$ cat src/rtl/uart_pkg.sv
// ============================================================================
// Module  : uart_pkg
// Brief   : Shared UART state encoding and frame-configuration types.
// Revision: 1.0 - initial release
// ============================================================================
`default_nettype none

package uart_pkg;

    // Widest divider a frame-config record can hold; DIV_WIDTH must not exceed it.
    localparam int UART_DIV_W = 16;

    typedef enum logic [2:0] {
        IDLE   = 3'd0,
        START  = 3'd1,
        DATA   = 3'd2,
        PARITY = 3'd3,
        STOP   = 3'd4
    } uart_state_e;

    typedef struct packed {
        logic [UART_DIV_W-1:0] div;
        logic                  parity_en;
        logic                  parity_odd;
        logic                  two_stop;
    } uart_cfg_t;

endpackage

`default_nettype wire

$ cat src/rtl/uart_bit_timer.sv
// ============================================================================
// Module  : uart_bit_timer
// Brief   : Reloadable bit-period counter; pulses bit_end_o every max(div,1) cycles.
// Revision: 1.0 - initial release
// ============================================================================
`default_nettype none

module uart_bit_timer #(
    parameter int DIV_WIDTH = 16
) (
    input  logic                 clk_i,
    input  logic                 arst_ni,
    input  logic                 reload_i,
    input  logic                 en_i,
    input  logic [DIV_WIDTH-1:0] div_i,
    output logic                 bit_end_o
);

    logic [DIV_WIDTH-1:0] cnt_q;
    logic [DIV_WIDTH-1:0] last_cnt;

    // Divider values 0 and 1 both give a one-cycle bit period.
    assign last_cnt  = (div_i > DIV_WIDTH'(1)) ? (div_i - DIV_WIDTH'(1)) : '0;
    assign bit_end_o = en_i && (cnt_q == last_cnt);

    always_ff @(posedge clk_i or negedge arst_ni) begin
        if (!arst_ni) begin
            cnt_q <= '0;
        end else if (reload_i || bit_end_o) begin
            cnt_q <= '0;
        end else if (en_i) begin
            cnt_q <= cnt_q + DIV_WIDTH'(1);
        end
    end

endmodule

`default_nettype wire

$ cat src/rtl/uart_tx.sv
// ============================================================================
// Module  : uart_tx
// Brief   : Valid/ready fed UART transmitter, LSB first, optional parity, 1/2 stops.
// Revision: 1.0 - initial release
// ============================================================================
`default_nettype none

module uart_tx
    import uart_pkg::*;
#(
    parameter int DATA_WIDTH = 8,
    parameter int DIV_WIDTH  = 16
) (
    input  logic                  clk_i,
    input  logic                  arst_ni,
    input  logic [DIV_WIDTH-1:0]  clk_div_i,
    input  logic                  parity_en_i,
    input  logic                  parity_odd_i,
    input  logic                  two_stop_i,
    input  logic [DATA_WIDTH-1:0] data_in_i,
    input  logic                  data_in_valid_i,
    output logic                  data_in_ready_o,
    output logic                  tx_o,
    output logic                  busy_o
);

    localparam int                IDX_W    = $clog2(DATA_WIDTH);
    localparam logic [IDX_W-1:0]  LAST_IDX = IDX_W'(DATA_WIDTH - 1);

    uart_state_e           state_q;
    uart_cfg_t             cfg_q;
    uart_cfg_t             cfg_d;
    logic [DATA_WIDTH-1:0] shift_q;
    logic [IDX_W-1:0]      idx_q;
    logic                  stop_idx_q;
    logic                  par_q;
    logic                  tx_q;

    logic                  bit_end;
    logic                  last_stop;
    logic                  accept;

    always_comb begin
        cfg_d            = '0;
        cfg_d.div        = UART_DIV_W'(clk_div_i);
        cfg_d.parity_en  = parity_en_i;
        cfg_d.parity_odd = parity_odd_i;
        cfg_d.two_stop   = two_stop_i;
    end

    // Ready opens in the final stop bit-end cycle so frames can abut with no gap.
    assign last_stop       = (state_q == STOP) && bit_end && (!cfg_q.two_stop || stop_idx_q);
    assign data_in_ready_o = (state_q == IDLE) || last_stop;
    assign accept          = data_in_valid_i && data_in_ready_o;
    assign busy_o          = (state_q != IDLE);
    assign tx_o            = tx_q;

    uart_bit_timer #(
        .DIV_WIDTH (DIV_WIDTH)
    ) u_bit_timer (
        .clk_i     (clk_i),
        .arst_ni   (arst_ni),
        .reload_i  (accept),
        .en_i      (state_q != IDLE),
        .div_i     (cfg_q.div[DIV_WIDTH-1:0]),
        .bit_end_o (bit_end)
    );

    always_ff @(posedge clk_i or negedge arst_ni) begin
        if (!arst_ni) begin
            state_q    <= IDLE;
            cfg_q      <= '0;
            shift_q    <= '0;
            idx_q      <= '0;
            stop_idx_q <= 1'b0;
            par_q      <= 1'b0;
            tx_q       <= 1'b1;
        end else if (accept) begin
            state_q    <= START;
            cfg_q      <= cfg_d;
            shift_q    <= data_in_i;
            idx_q      <= '0;
            stop_idx_q <= 1'b0;
            tx_q       <= 1'b0;
        end else if (bit_end) begin
            case (state_q)
                START: begin
                    state_q <= DATA;
                    idx_q   <= '0;
                    par_q   <= cfg_q.parity_odd;
                    tx_q    <= shift_q[0];
                end
                DATA: begin
                    // Running parity folds in each bit as it leaves the shifter.
                    par_q <= par_q ^ shift_q[0];
                    if (idx_q != LAST_IDX) begin
                        shift_q <= shift_q >> 1;
                        idx_q   <= idx_q + IDX_W'(1);
                        tx_q    <= shift_q[1];
                    end else if (cfg_q.parity_en) begin
                        state_q <= PARITY;
                        tx_q    <= par_q ^ shift_q[0];
                    end else begin
                        state_q <= STOP;
                        tx_q    <= 1'b1;
                    end
                end
                PARITY: begin
                    state_q <= STOP;
                    tx_q    <= 1'b1;
                end
                STOP: begin
                    if (last_stop) begin
                        state_q <= IDLE;
                    end else begin
                        stop_idx_q <= 1'b1;
                    end
                    tx_q <= 1'b1;
                end
                default: begin
                    state_q <= IDLE;
                    tx_q    <= 1'b1;
                end
            endcase
        end
    end

endmodule

`default_nettype wire

$ cat config.mk
export PLATFORM = sky130hd
export DESIGN_NAME = uart_tx
export DESIGN_NICKNAME = d
export VERILOG_FILES = /design/src/rtl/uart_pkg.sv /design/src/rtl/uart_bit_timer.sv /design/src/rtl/uart_tx.sv
export SDC_FILE = /design/constraint.sdc
export NUM_CORES = 1
export LEC_CHECK = 0
export ABC_AREA = 1
export ABC_CLOCK_PERIOD_IN_PS = 6580
export BUFFER_PORTS_ARGS = -buffer_cell sky130_fd_sc_hd__buf_2
export CAP_MARGIN = 10
export CORE_MARGIN = 4
export CORE_UTILIZATION = 50
export CTS_CLUSTER_SIZE = 30
export DETAILED_ROUTE_END_ITERATION = 10
export PLACE_DENSITY = 0.69
export SETUP_SLACK_MARGIN = 0.05
export SKIP_LAST_GASP = 1
export SYNTH_ARGS = -nofsm -noshare
export SYNTH_HDL_FRONTEND = slang
export SYNTH_SLANG_ARGS = --single-unit
$ cat constraint.sdc
create_clock -name clk_i -period 6.58 [get_ports clk_i]
set_input_delay 1.974 -clock clk_i [delete_from_list [all_inputs] [get_ports clk_i]]
set_output_delay 1.974 -clock clk_i [all_outputs]
set_load 0.05 [all_outputs]
==> Yosys cells after proc, flatten, opt, wreduce, memory -nomap -nowiden <==
Cells that the tools add are included.
{ "word_totals": {"reg_bits": 52, "output_inout_bits": 3, "input_bits": 30, "wordCells": 76} }
{ "classes": {"mux": 27, "reduce_logical": 22, "add_sub_neg": 3, "bitwise": 2, "order_cmp": 1, "n_eq_ne": 10} }
{ "ops": {"columns": ["cell", "count"], "rows": [
  ["16-bit two-way mux", 3],
  ["8-bit two-way mux", 4],
  ["3-bit two-way mux", 8],
  ["16-bit by 1-bit adder with 16-bit output, second input constant", 1],
  ["16-bit == test", 1],
  ["16-bit by 1-bit greater-than comparator with 1-bit output, second input constant", 1],
  ["16-bit by 1-bit subtractor with 16-bit output, second input constant", 1],
  ["3-bit AND reduction", 5],
  ["3-bit case mux with 4 select lines", 1],
  ["2-bit nonzero test", 6],
  ["3-bit by 2-bit != test with 1-bit output, second input constant", 3],
  ["1-bit two-way mux", 8],
  ["3-bit by 2-bit == test with 1-bit output, second input constant", 2],
  ["3-bit case mux with 2 select lines", 1],
  ["3-bit nonzero test", 2],
  ["1-bit logical AND", 4],
  ["1-bit case mux with 2 select lines", 2],
  ["3-bit by 1-bit adder with 3-bit output, second input constant", 1],
  ["3-bit by 1-bit == test with 1-bit output, second input constant", 1],
  ["3-bit == test, second input constant", 1],
  ["3-bit zero test", 1],
  ["1-bit logical OR", 3],
  ["3-bit != test, second input constant", 1],
  ["2-bit by 1-bit != test with 1-bit output, second input constant", 1],
  ["other kinds (3)", 3]
]} }

==> Depth between registers and ports, before layout <==
Gate-level depths: netlist of the first run.
{ "logic_depth": {"word_depth": 10, "depth_mapped": 20, "depth_no_buf": 19} }

==> Modules after synthesis <==
Synthesis of the first run repeated with hierarchy kept, for this count alone.
{ "hier_totals": {"hier_cells": 508, "area_unflattened_um2": 3598.5} }
{ "modules_own_cells": {"columns": ["mod", "n_inst", "area_per_inst_um2", "cells_per_inst", "seq_area_each_um2"], "rows": [
  ["uart_bit_timer", 1, 1851.8, 294, 400.4],
  ["uart_tx", 1, 1746.7, 214, 902.1]
]} }

==> Worst setup path after synthesis of the first run <==
No wires, ideal clock.
{ "synth_timing": {"kind": "register -> output", "from": "register cfg_q[3] (netlist name)", "to": "output port data_in_ready_o", "path_buffers": 1, "arrival_ns": 1.937, "stages_incl_launch_ff": 14, "path_slack_ns": 2.669, "cell_sequence": "dfrtp_1 -> inv_1 -> ha_1 -> o21ai_0 -> nor2_1 -> nand2_2 -> buf_6 -> nand3_2 -> nand2_1 -> nor2_1 -> nand2_1 -> nor2_2 -> nand4_2 -> nand2_2"} }
{ "synth_via": {"elab_chain_cells": 7, "elab_cells_between_ends": 8, "classes_between": "add/sub: 1; order compare: 1; eq/ne: 1; mux: 1; reduce/logical: 4"} }
{ "synth_lines": {"columns": ["item", "line", "rtl"], "rows": [
  ["from (decl)", "uart_tx.sv:31", "uart_cfg_t cfg_q;"],
  ["from (signal assigned)", "uart_tx.sv:80", "cfg_q <= cfg_d;"],
  ["16-bit by 1-bit subtractor with 16-bit output / 16-bit by 1-bit greater-than comparator with 1-bit output (equally long branches)", "uart_bit_timer.sv:23", "assign last_cnt = (div_i > DIV_WIDTH'(1)) ? (div_i - DIV_WIDTH'(1)) : '0;"],
  ["16-bit two-way mux *", "uart_bit_timer.sv:23", null],
  ["16-bit == test *", "uart_bit_timer.sv:24", "assign bit_end_o = en_i && (cnt_q == last_cnt);"],
  ["1-bit logical AND *", "uart_bit_timer.sv:24", null],
  ["1-bit logical AND * (2 in series)", "uart_tx.sv:52", "assign last_stop = (state_q == STOP) && bit_end && (!cfg_q.two_stop || stop_idx_q);"],
  ["1-bit logical OR *", "uart_tx.sv:53", "assign data_in_ready_o = (state_q == IDLE) || last_stop;"],
  ["to (decl)", "uart_tx.sv:22", "output logic data_in_ready_o,"]
]} }
Every way passes the cells marked *; elsewhere a longest branch is shown, timed or not.

==> Final worst setup path of the first run <==
Same ends and word-level chain as after synthesis.

==> impl_metrics.toml, run 1 <==
[placement]
placed_cell_area_um2 = 3600
numPortBuffers = 32
routabilityCongestion = 0.971
dp_hpwl_mm = 6.48
place_ws_ps = 2090

[floorplan]
start_util = 0.527
core-area_um2 = 6490
die_h_um = 90.7
rows = 29
io_pins = 33
die_width_um = 90.7
dieArea_um2 = 8230

[final_layout]
fin_area_um2 = 3690
area_delta_synth_final_pct = 7.79
layout-drive-gt1-share = 0.141
nets = 552
seq_area_um2 = 1300
multi_input_area_um2 = 1830
n_fill_cell = 635
antenna_cells = 0

[timing]
setup_viol = 0
slew_headroom = 0.548
finalCritPeriodShare = 0.740
fin_skew_ps = 12.8
max_freq_mhz = 205
rsz0062_at_grt = "no"
setup_ws_ps = 1710
finalHoldViolations = 0
worst_pin_slew_ps = 678
maxSlewViolCount = 0
fin_tns_setup_ps = 0
fin_crit_ps = 4870

[logic_synthesis]
yosysMostFrequentCell = "nand2_1"
synth.top_cell.area_share = 0.373
yosysSeqAreaShare = 0.381
synth_top_area_cell = "dfrtp_1"
avgSynthCellArea_um2 = 7.01
yosys-top-cells-area = "dfrtp_1 37%, nand2_1 17%, nand3_1 6.1%"
synth.distinct_cells = 36
syn_inst = 488
syn-cell-area_um2 = 3420
syn_nets = 523
synth_edf_count = 0
async_flop_share = 1.00
ys.flop_type = "dfrtp_1"
synthTopCellsByCount = "154 x nand2_1, 56 x nor2_1, 51 x dfrtp_1"
yosysWarnings = 0
synth-seq-cells = 52

[global_routing]
grt_pass1_wl_mm = 14.8
grt_max_degree = 53
antenna_found_initial = 0
grt_pass1_vias = 3175
grt_usage = 0.219
grt_overflow = 0

[clock_tree]
cts-buffers-inserted = 5
cts_root_buf = "clkbuf_8"
cts-resized-gates = 0
cts.sink_count = 52
clock_path_buffers = 2
cts_tree = "done"
clk_latency_ps = 320
clk_pin_slew_ps = 100
cts-hold-fix-buffers = 0
htreeDepth = 2
postCtsSetupBuffers = 0

[drt]
wl_mm = 8.45
via_per_inst = 5.34
wire_per_inst_um = 14.2
vias = 3177
drtAntennaViolNets = 0
drc = 0
drt_iter0_drc = 162
drtPass1Iterations = 4

[pwr]
power_frac_comb = 0.532
internal_power_mw = 0.749
power_frac_clock = 0.129
power_density_nw_per_um2 = 415
pwr-share-seq = 0.339
peakVddDrop_v = 0.000275
netSwitchingFraction = 0.511
switchingPower_mw = 0.782
power.leakage_nw = 1.85

[worst_hold_path]
whs_path_depth = 2
worstHoldPathType = "flip-flop to flip-flop"

[worst_setup_path]
reg2regPathDepth = 16
worstPathRequired_ps = 4610
start_kind = "flip-flop"
arrival_ps = 2900
crit_path_end_kind = "primary output"
cp_max_fo = 30
crit_type = "flip-flop to primary output"

[run]
drv_cap = 0

[outcome]
run_status = "completed"
-- per-layer routing --
layer,routed length [um],vias up,track usage,share of wire
met2,4170,47,0.379,0.49
met1,3930,1508,0.287,0.47
met3,268,7,0.0308,0.032
li1,-,1615,-,-
met4,76,0,0.0561,0.0090
met5,0,-,0,0
-- final timing paths --
kind | startpoint | to | slack, ps
max reg2reg | cfg_q[3] | cfg_q[3] | 3080
max in group asynchronous | arst_ni | cfg_q[13] | 4350
min in group asynchronous | arst_ni | cfg_q[18] | 1750
min reg2reg | cfg_q[1] | cfg_q[1] | 490
min | cfg_q[1] | cfg_q[1] | 490
max | cfg_q[3] | data_in_ready_o | 1710
-- state kept, by name, indices dropped and copies added, names as in the netlist --
name	flops
state_q	3
par_q	1
tx_o	1
shift_q	8
u_bit_timer.cnt_q	16
cfg_q	19
idx_q	3
stop_idx_q	1
-- power groups by stage --
| stage | clock (mW) | combinational [mW] | sequential (mW) |
|---|---|---|---|
| floorplan | 0 | 0.659 | 0.495 |
| global placement | 0 | 0.804 | 0.524 |
| detailed placement | 0 | 0.813 | 0.524 |
| CTS | 0.201 | 0.815 | 0.518 |
| global route | 0.215 | 0.937 | 0.534 |
| finish | 0.198 | 0.814 | 0.519 |
-- per-stage QoR --
stage                     hold slack, ps   util  instances  power, mW
after CTS                            491  0.568        595       1.53
after global routing                 532  0.568        595       1.69
after floorplan                      444      -        488       1.15
final                                491  0.568        595       1.53
after global placement               461  0.554        587       1.33
after detailed placement             464  0.554        587       1.34
-- layout make-up --
class / instances / area share
multi-input cells: 372 / 0.496
flip-flops and latches: 52 / 0.353
inverters: 53 / 0.0540
repair buffers: 33 / 0.0455
well taps: 77 / 0.0261
clock buffers: 5 / 0.0187
clock inverters: 3 / 0.00611
-- kinds of logic after synthesis --
group | synth area share
compound gates | 0.0629
xor+xnor | 0.0435
fa+ha+maj | 0.0183
buf+inv | 0.0841
flops | 0.381
simple gates | 0.410
-- placed cells by master, fill, tap and decap left out, types with 2 or more instances in the layout --
cell and count:
a21oi_1 5, a31oi_1 2, and3_1 2, buf_2 32, clkbuf_8 5, clkinv_1 2
dfrtp_1 51, ha_1 5, inv_1 49, inv_2 2, nand2_1 154, nand2_2 7
nand3_1 42, nand3_2 5, nand3b_1 2, nand3b_2 2, nand4_1 13, nor2_1 56
nor2_2 11, nor2_4 2, nor3_1 9, o21ai_0 24, o21ai_1 5, o32ai_1 2
xnor2_1 3, xor2_1 14
-- critical path: stages (launching register included) --
cell and delay, ps:
dfrtp_1 400, inv_1 190, ha_1 250, o21ai_0 90, nor2_1 150, nand2_2 360
nand3b_2 220, nand2_1 70, nor2_1 110, nand2_1 70, nor2_2 180, nand4_2 110
nand2_2 100, buf_2 280
Note: power is estimated with default switching activity, not from simulation.
==> run 2, diff against run 1 <==
--- a/config.mk
+++ b/config.mk
@@ -6,14 +6,14 @@
 export NUM_CORES = 1
 export LEC_CHECK = 0
 export ABC_AREA = 1
-export ABC_CLOCK_PERIOD_IN_PS = 6580
+export ABC_CLOCK_PERIOD_IN_PS = 4400
 export BUFFER_PORTS_ARGS = -buffer_cell sky130_fd_sc_hd__buf_2
 export CAP_MARGIN = 10
 export CORE_MARGIN = 4
 export CORE_UTILIZATION = 50
 export CTS_CLUSTER_SIZE = 30
 export DETAILED_ROUTE_END_ITERATION = 10
-export PLACE_DENSITY = 0.69
+export PLACE_DENSITY = 0.72
 export SETUP_SLACK_MARGIN = 0.05
 export SKIP_LAST_GASP = 1
 export SYNTH_ARGS = -nofsm -noshare
==> constraint.sdc (replaced) <==
create_clock -name clk_i -period 4.4 [get_ports clk_i]
set_input_delay 1.32 -clock clk_i [delete_from_list [all_inputs] [get_ports clk_i]]
set_output_delay 1.32 -clock clk_i [all_outputs]
set_load 0.05 [all_outputs]
==> run 2 against run 1 <==
Effect of this change:
- clock power up 45%
- sequential power grew 50%
- setup slack got worse by 1300 ps
- global-route usage decreased by 1.0 points
- combinational power increased by 52%
- utilization is 0.33 points higher
- non-clock buffer count up 1
- die area is the same
- first-iteration DRC count shrank 4.3%
- hold slack better by 12 ps
- cell area is 0.58% higher
- wire length barely moved
- critical endpoint unchanged
- largest cell class unchanged
- largest power group unchanged
==> impl_metrics.toml, run 2 (same netlist as run 1, synthesis figures left out) <==
[timing]
finalCritPeriodShare = 0.917
worst_pin_slew_ps = 723
finalHoldViolations = 0
fin_crit_ps = 4030
rsz0062_at_grt = "no"
fin_skew_ps = 10.3
whs_ps = 503
maxSlewViolCount = 0
slew_headroom = 0.518
max_freq_mhz = 248
fin_tns_setup_ps = 0
setup_viol = 0

[final_layout]
n_fill_cell = 634
largest_register_ff_count = 19
seq_area_um2 = 1300
final_common_cell = "nand2_1"
final_cells = 597
layout_common_cells = "154 x nand2_1, 55 x nor2_1, 51 x dfrtp_1"
multi_input_area_um2 = 1840
layout-drive-gt1-share = 0.146
area_delta_synth_final_pct = 8.41
antenna_cells = 0
nets = 554
top_regs = "cfg_q: 19 flops, u_bit_timer.cnt_q: 16 flops, shift_q: 8 flops"
regMostFlops = "cfg_q"

[floorplan]
dieArea_um2 = 8230
io_pins = 33
die_h_um = 90.7
rows = 29
die_width_um = 90.7
core-area_um2 = 6490
start_util = 0.527

[clock_tree]
cts-buffers-inserted = 5
cts_root_buf = "clkbuf_8"
clock_path_buffers = 2
cts-hold-fix-buffers = 0
cts-resized-gates = 0
postCtsSetupBuffers = 0
clk_latency_ps = 320
cts_tree = "done"
cts.sink_count = 52
htreeDepth = 2
clk_pin_slew_ps = 110

[global_routing]
grt_max_degree = 43
grt_pass1_vias = 3032
grt_overflow = 0
grt_usage = 0.209
antenna_found_initial = 0
grt_pass1_wl_mm = 14.0

[placement]
dpl.cell_count = 588
routabilityCongestion = 0.989
numPortBuffers = 32
dp_hpwl_mm = 6.39

[worst_setup_path]
start_kind = "flip-flop"
worstPathRequired_ps = 3080
crit_path_end_kind = "primary output"
cp_max_fo = 15
crit_type = "flip-flop to primary output"
arrival_ps = 2710

[pwr]
power.leakage_nw = 1.87
peakVddDrop_v = 0.000334
power_density_nw_per_um2 = 621

[drt]
drt_iter0_drc = 155
drc = 0
via_per_inst = 5.33
drtPass1Iterations = 5
wl_mm = 8.45
wire_per_inst_um = 14.2
drtAntennaViolNets = 0
vias = 3184

[outcome]
run_status = "completed"

[worst_hold_path]
worstHoldPathType = "flip-flop to flip-flop"

[run]
drv_cap = 0
-- run 2: cell count changes in the layout (fill, tap and decap cells not counted), sizes merged --
cell,previous run,this run
buf,33,34
nand2,162,163
-- run 2: layout make-up --
type                            instances  share of cell area
Multi-Input combinational cell        373               0.497
Sequential cell                        52               0.351
Inverter                               53              0.0536
Timing Repair Buffer                   34              0.0472
Tap cell                               77              0.0260
Clock buffer                            5              0.0186
Clock inverter                          3             0.00607
-- run 2: report_power, final --
part | leakage (nW) | switching [mW] | internal (mW)
Combinational | 1.16 | 0.846 | 0.391
Sequential | 0.668 | 0.153 | 0.626
Clock | 0.0485 | 0.173 | 0.114
Total | 1.87 | 1.17 | 1.13
-- run 2: per-layer routing --
metal	wire length, um	GRT usage
met1	3890	0.272
met2	4160	0.359
met3	272	0.0283
met4	123	0.0625
met5	0	0
-- run 2: critical path, stage by stage (launching register included) --
cell,delay (ps)
dfrtp_1,360
inv_1,130
ha_1,260
o21ai_0,210
nor2_2,110
nand2_2,270
nand2_1,90
nand2_1,80
o21ai_1,80
nor2_1,110
nand2_1,70
nor2_2,170
nand4_2,120
nand2_2,90
buf_2,260
-- run 2: worst paths after layout --
kind                                               to  slack, ps      from  cells past startpoint
worst min register to register               cfg_q[1]        500  cfg_q[1]                      2
max in group asynchronous       u_bit_timer.cnt_q[12]       2590   arst_ni                      2
min in group asynchronous                   cfg_q[10]       1050   arst_ni                      1
worst max-delay path                  data_in_ready_o        370  cfg_q[3]                     14
worst min-delay path                         cfg_q[1]        500  cfg_q[1]                      2
worst max register to register               cfg_q[4]       1130  cfg_q[3]                     17
-- run 2: through the flow --
| stage | utilization | instance area (um^2) | power (mW) | worst slack [ps] |
|---|---|---|---|---|
| 6_report | 0.571 | 3710 | 2.30 | 365 |
| 4_1_cts | 0.569 | 3690 | 2.31 | 214 |
| 2_1_floorplan | - | 3420 | 1.72 | 1140 |
| 5_1_grt | 0.571 | 3710 | 2.53 | 83.3 |
| 3_3_place_gp | 0.555 | 3600 | 1.99 | 658 |
| 3_5_place_dp | 0.555 | 3600 | 2.01 | 596 |
